<file path="src/rtl/nios2_oci_dct_unpacker.sv">
// nios2_oci_dct_unpacker: queues packed 30-bit DCT buffers and replays their
// 2-bit trace frames LSB-first, one per valid/ready handshake.
module nios2_oci_dct_unpacker #(
    parameter int FIFO_DEPTH = 4,
    parameter int CNT_W      = 16
) (
    input  logic             clk,
    input  logic             reset_n,
    input  logic [29:0]      dct_buffer,
    input  logic [3:0]       dct_count,
    input  logic             dct_load,
    output logic             dct_ready,
    output logic [1:0]       frame_data,
    output logic             frame_valid,
    input  logic             frame_ready,
    output logic             frame_last,
    output logic             overflow,
    input  logic             clr_overflow,
    output logic             idle,
    output logic [CNT_W-1:0] frames_out
);
    localparam int AW = $clog2(FIFO_DEPTH);

    typedef enum logic {IDLE, SHIFT} state_t;

    state_t      state, state_nxt;
    logic [33:0] mem [FIFO_DEPTH];
    logic [AW:0] wptr, rptr;
    logic [29:0] shift_reg;
    logic [3:0]  remaining;
    logic        empty, full, hs, pop, push, drop, load_nz;
    logic [33:0] head;

    assign empty       = wptr == rptr;
    assign full        = (wptr[AW] != rptr[AW]) && (wptr[AW-1:0] == rptr[AW-1:0]);
    assign head        = mem[rptr[AW-1:0]];
    assign load_nz     = dct_load && (dct_count != 4'd0);
    // a full FIFO still accepts a load when the head leaves in the same cycle
    assign push        = load_nz && (!full || pop);
    assign drop        = load_nz && full && !pop;
    assign hs          = (state == SHIFT) && frame_ready;
    assign frame_valid = state == SHIFT;
    assign frame_data  = frame_valid ? shift_reg[1:0] : 2'b00;
    assign frame_last  = frame_valid && (remaining == 4'd1);
    assign dct_ready   = !full;
    assign idle        = (state == IDLE) && empty;

    always_comb begin
        state_nxt = state;
        pop       = 1'b0;
        if (state == IDLE) begin
            pop       = !empty;
            state_nxt = empty ? IDLE : SHIFT;
        end else if (hs && remaining == 4'd1) begin
            pop       = !empty;
            state_nxt = empty ? IDLE : SHIFT;
        end
    end

    always_ff @(posedge clk)
        if (push) mem[wptr[AW-1:0]] <= {dct_buffer, dct_count};

    always_ff @(posedge clk or negedge reset_n) begin
        if (!reset_n) begin
            state      <= IDLE;
            wptr       <= '0;
            rptr       <= '0;
            shift_reg  <= '0;
            remaining  <= '0;
            overflow   <= 1'b0;
            frames_out <= '0;
        end else begin
            state      <= state_nxt;
            wptr       <= wptr + (AW+1)'(push);
            rptr       <= rptr + (AW+1)'(pop);
            shift_reg  <= pop ? head[33:4] : hs ? shift_reg >> 2 : shift_reg;
            remaining  <= pop ? head[3:0] : hs ? remaining - 4'd1 : remaining;
            overflow   <= drop ? 1'b1 : clr_overflow ? 1'b0 : overflow;
            frames_out <= frames_out + CNT_W'(hs);
        end
    end
endmodule

</file>
<file path="config.mk">
export PLATFORM = sky130hd
export DESIGN_NAME = nios2_oci_dct_unpacker
export DESIGN_NICKNAME = d
export VERILOG_FILES = /design/src/rtl/nios2_oci_dct_unpacker.sv
export SDC_FILE = /design/constraint.sdc
export NUM_CORES = 1
export LEC_CHECK = 0
export CAP_MARGIN = 40
export CORE_UTILIZATION = 52
export DETAILED_ROUTE_END_ITERATION = 10
export HOLD_SLACK_MARGIN = 0.03
export PLACE_DENSITY_LB_ADDON = 0.12
export SYNTH_ARGS = -nofsm -noshare
export SYNTH_HDL_FRONTEND = slang
export SYNTH_SLANG_ARGS = --single-unit
export TNS_END_PERCENT = 1
</file>
<file path="constraint.sdc">
create_clock -name clk -period 4.23 [get_ports clk]
set_clock_uncertainty 0.2 [all_clocks]
set_input_delay 0.423 -clock clk [delete_from_list [all_inputs] [get_ports clk]]
set_output_delay 0.423 -clock clk [all_outputs]
set_load 0.01 [all_outputs]
</file>
Word-level counts from Yosys, hierarchy flattened --
Memories as Yosys holds them, arrays and structs flattened. Cells that the tools add are included.
Storage, ports and cells: input port bits 39, word-level logic and storage cells 47, RAM bits 136, register bits 58, memories 1
Cells by class: muxes and demuxes 14, reductions and logical operators 16, add/sub/neg operators 4, equal/unequal tests 4, bitwise gates (word level) 1
Memories:
- mem | words 4, width 34, read ports 1, clocked after memory_dff 0, wr ports 1, line 27 | logic [33:0] mem [FIFO_DEPTH];
Operators with widths (count):
- 2-to-1 mux 30 bit | 2
- adder 16 x 1 -> 16 bit | 1
- logical AND 1 bit | 9
- 2-to-1 mux 1 bit | 9
- 2-to-1 mux 4 bit | 2
- adder 3 x 1 -> 3 bit | 2
- == test 4 x 1 -> 1 bit, second input constant | 1
- nonzero test 2 bit | 2
- nonzero test 4 bit | 1
- subtractor 4 x 1 -> 4 bit, second input constant | 1
- == test 3 bit | 1
- zero test 1 bit | 3
- == test 2 bit | 1
- 2-to-1 mux 2 bit | 1
- logical OR 1 bit | 1
- inequality test 1 bit | 1
- NOT 1 bit | 1

Longest topological paths before layout --
depth in word-level cells 8, mapped depth 9, depth with buffers taken out 9

Least setup slack after synthesis --
No wires, ideal clock.
path kind register to register, from register rptr[0], to memory mem[2][0], enable pin, clock period less this slack 4279 ps, setup slack -49 ps, cell stages (with the launch flop) 6, setup time 475 ps, buffers on the path 1, arrival 3605 ps, cells stage by stage dfrtp_1 -> buf_4 -> xnor2_1 -> nand3b_1 -> o21bai_1 -> nor3b_1
Between the ends: elaborated cells on any way between the ends 11, those cells by class 2 x eq/ne; 4 x mux; 5 x reduce/logical
RTL lines:
- from (decl) | line 28 | logic [AW:0] wptr, rptr;
- from (signal assigned) | line 75 | rptr <= rptr + (AW+1)'(pop);
- == test 2 bit | line 35 | assign full = (wptr[AW] != rptr[AW]) && (wptr[AW-1:0] == rptr[AW-1:0]);
- logical AND 1 bit | line 35
- zero test 1 bit
- net dct_ready | line 12 | output logic dct_ready,
- logical OR 1 bit | line 39 | assign push = load_nz && (!full || pop);
- logical AND 1 bit | line 39
- 2-to-1 mux 1 bit | line 61 | if (push) mem[wptr[AW-1:0]] <= {dct_buffer, dct_count};
- 2-to-1 mux 1 bit (not written as such) | line 61
- to (decl) | line 27
The timed path passes the listed nets, and every way through them passes these cells.

Final worst setup path --
from register wptr[0], to output idle
Between the ends: cells in the longest elaborated chain, start to end 2
RTL lines:
- from (decl) | line 28
- from (signal assigned) | line 74 | wptr <= wptr + (AW+1)'(push);
- == test 3 bit | line 34 | assign empty = wptr == rptr;
- logical AND 1 bit | line 46 | assign idle = (state == IDLE) && empty;
- to (decl) | line 19 | output logic idle,
No other way between the ends.

==> flow_metrics.py <==
metrics = {
    "worst_setup_path": {
        "slowest_delay_ps": 560,
        "path_cells": "xnor2_1 > nand3_1 > nor2_1 > clkdlybuf4s50_1",
        "crit_type": "register to output port",
        "cp-end-kind": "output port",
        "startpoint_type": "register",
        "worst-endpoint-arrival_ps": 2110,
        "cp.required_ps": 3610,
        "cp_max_fo": 6,
        "crit_path_top_delay_cell": "clkdlybuf4s50_1",
    },
    "final_layout": {
        "drive_above_1_share": 0.163,
        "antenna_cells": 0,
        "largest_register_ffs": 136,
        "fin_util": 0.644,
        "layout.nets": 548,
        "area_growth_syn_to_layout_pct": 19.7,
        "final_area_um2": 9040,
    },
    "placement": {
        "hpwl_um": 7810,
        "place_ws_ps": 1430,
        "place.gp.congestion": 0.741,
        "portBuffers": 61,
        "placed_area_um2": 8450,
    },
    "detailed_routing": {
        "drc": 0,
        "dr.pass1.iters": 4,
        "wirelength_um": 13000,
        "wl_met1_um": 5880,
        "final_antenna_net_count": 0,
        "vias_per_cell": 5.48,
        "wl_met2_um": 6490,
        "wl_met3_um": 459,
        "top_layer_used": "met4",
        "drtIter0Drc": 275,
        "via_count": 3802,
        "wl_per_cell_um": 18.7,
    },
    "clocking": {
        "cts_buffers": 17,
        "clkTransAtPathRegs_ps": 70,
        "clock_sinks": 194,
        "h-tree-depth": 4,
        "cts_setup_buffers": 0,
        "cts_hold_buf": 1,
        "cts_tree": "done",
        "cts_buffer_depth": 2,
        "cts_resized": 0,
        "cts_root_buffer": "clkbuf_16",
        "clkLatencyLatePin_ps": 430,
    },
    "sta": {
        "rsz0062_at_grt": "false",
        "hold_viol": 0,
        "max_slew.worst_pin.slew_ps": 736,
        "finalSetupViolations": 0,
        "fin_ws_ps": 1500,
        "period_share": 0.646,
        "slew-limit-headroom": 0.509,
        "hold_ws_ps": 191,
        "drv_slew": 0,
        "max_freq_ghz": 0.366,
        "min_period_ps": 2730,
    },
    "run_status": {
        "outcome": "finished clean",
    },
    "grt": {
        "antenna_found_initial": 0,
        "grt_usage": 0.195,
        "grt_overflow": 0,
        "grt_pass1_wl_um": 21000,
        "grt_max_degree": 36,
        "grt_pass1_vias": 3971,
    },
    "synth": {
        "netlist_area_um2": 7560,
        "yosysWarnings": 0,
        "ys_types": 32,
        "synth_top_area_share": 0.540,
        "syn_nets": 470,
        "async_reset_ff_frac": 0.299,
        "syn_inst": 423,
        "synth_edf_count": 136,
        "synthTopCellsByCount": "edfxtp_1, dfrtp_1, nand2_1, mux4_2, o21ai_0",
        "synth.area.top_cells": "edfxtp_1, dfrtp_1, mux4_2",
        "seq_area_frac_synth": 0.732,
        "yosys_register_bits": 194,
        "synth_most_common_cell": "edfxtp_1",
        "yosysTopAreaCell": "edfxtp_1",
        "avgSynthCellArea_um2": 17.9,
        "synth_flop_cell": "edfxtp_1",
    },
    "floorplanning": {
        "ios": 62,
        "die_area_um2": 15000,
        "die_w_um": 123,
        "start_util": 0.538,
        "die_h_um": 123,
        "row_count": 43,
        "core_area_um2": 14000,
    },
    "power": {
        "peakVddDrop_mv": 0.378,
        "leakagePower_nw": 3.31,
        "p_per_area_nw_per_um2": 653,
    },
    "hold_path": {
        "hp-class": "input port to async pin",
    },
    "run": {
        "cap_violations": 0,
    },
}
[routing by layer]
layer / vias up / global-route usage
li1: 1780 / -
met1: 1939 / 0.257
met2: 71 / 0.314
met3: 12 / 0.0544
met4: 0 / 0.0663
met5: - / 0
[cells by family (layout without fill, tap and decap cells)]
logic type	after synthesis	after routing	share of synthesized area
flip-flops	194	194	0.732
XOR/XNOR	22	22	0.0255
AO/OA/AOI/OAI	38	38	0.0280
adder cells (fa/ha/maj)	8	8	0.0132
AND/OR/NAND/NOR	75	75	0.0445
buffers and inverters	23	114	0.0166
multiplexers	63	63	0.140
[path summary, 6_finish.rpt]
| path | startpoint | endpoint | slack (ps) | cells after the start |
|---|---|---|---|---|
| min reg2reg | frames_out[15] | frames_out[15] | 280 | 1 |
| max in group asynchronous | reset_n | rptr[0] | 2850 | 4 |
| max reg2reg | wptr[0] | wptr[2] | 1780 | 7 |
| min in group clk | frames_out[15] | frames_out[15] | 280 | 1 |
| min | reset_n | frames_out[8] | 190 | 2 |
| max | wptr[0] | idle | 1500 | 4 |
[where the power goes]
group / switching (W) / total, W / internal, W / leakage (nW)
combinational: 0.000808 / 0.00154 / 0.000736 / 1.04
clock: 0.000668 / 0.00159 / 0.000926 / 0.281
sequential: 0.000206 / 0.00277 / 0.00256 / 1.99
total: 0.00168 / 0.00590 / 0.00422 / 3.31
[worst max-delay path, delay by kind of cell (launching register included)]
kind,cells,cell delay (ps)
AND/OR/NAND/NOR,2,270
buffers and inverters,1,560
flip-flops,1,460
XOR/XNOR,1,390
[metrics by stage]
stage	cells	TNS [ps]	total power [W]
2_1_floorplan	423	-2760	0.00383
3_5_place_dp	661	0	0.00438
4_1_cts	694	0	0.00599
6_report	694	0	0.00590
5_1_grt	694	0	0.00623
3_3_place_gp	659	0	0.00433
[placed cells by master, fill, tap and decap left out, types with 2 or more instances in the layout]
master / count
edfxtp_1: 136
clkinv_4: 2
mux4_2: 34
mux2i_1: 28
and2_1: 2
xnor2_1: 12
and3_1: 4
xor2_1: 10
bufinv_16: 3
o21ai_0: 31
ha_1: 8
nand2_1: 45
clkinv_1: 4
nand3_1: 9
buf_4: 13
clkdlybuf4s50_1: 60
inv_1: 5
clkinvlp_4: 2
inv_6: 2
clkbuf_16: 17
nor3b_2: 2
dfrtp_1: 57
nor3_1: 3
o21ai_1: 2
nor2_1: 4
[cell type report]
cell class / instances / area [um^2]
timing repair buffer: 77 / 748
tap: 180 / 225
sequential: 194 / 5540
clock buffer: 18 / 429
clock inverter: 14 / 160
fill: 994 / 5000
multi-input combinational: 206 / 1930
inverter: 5 / 18.8
(Power assumes the default switching activity.)
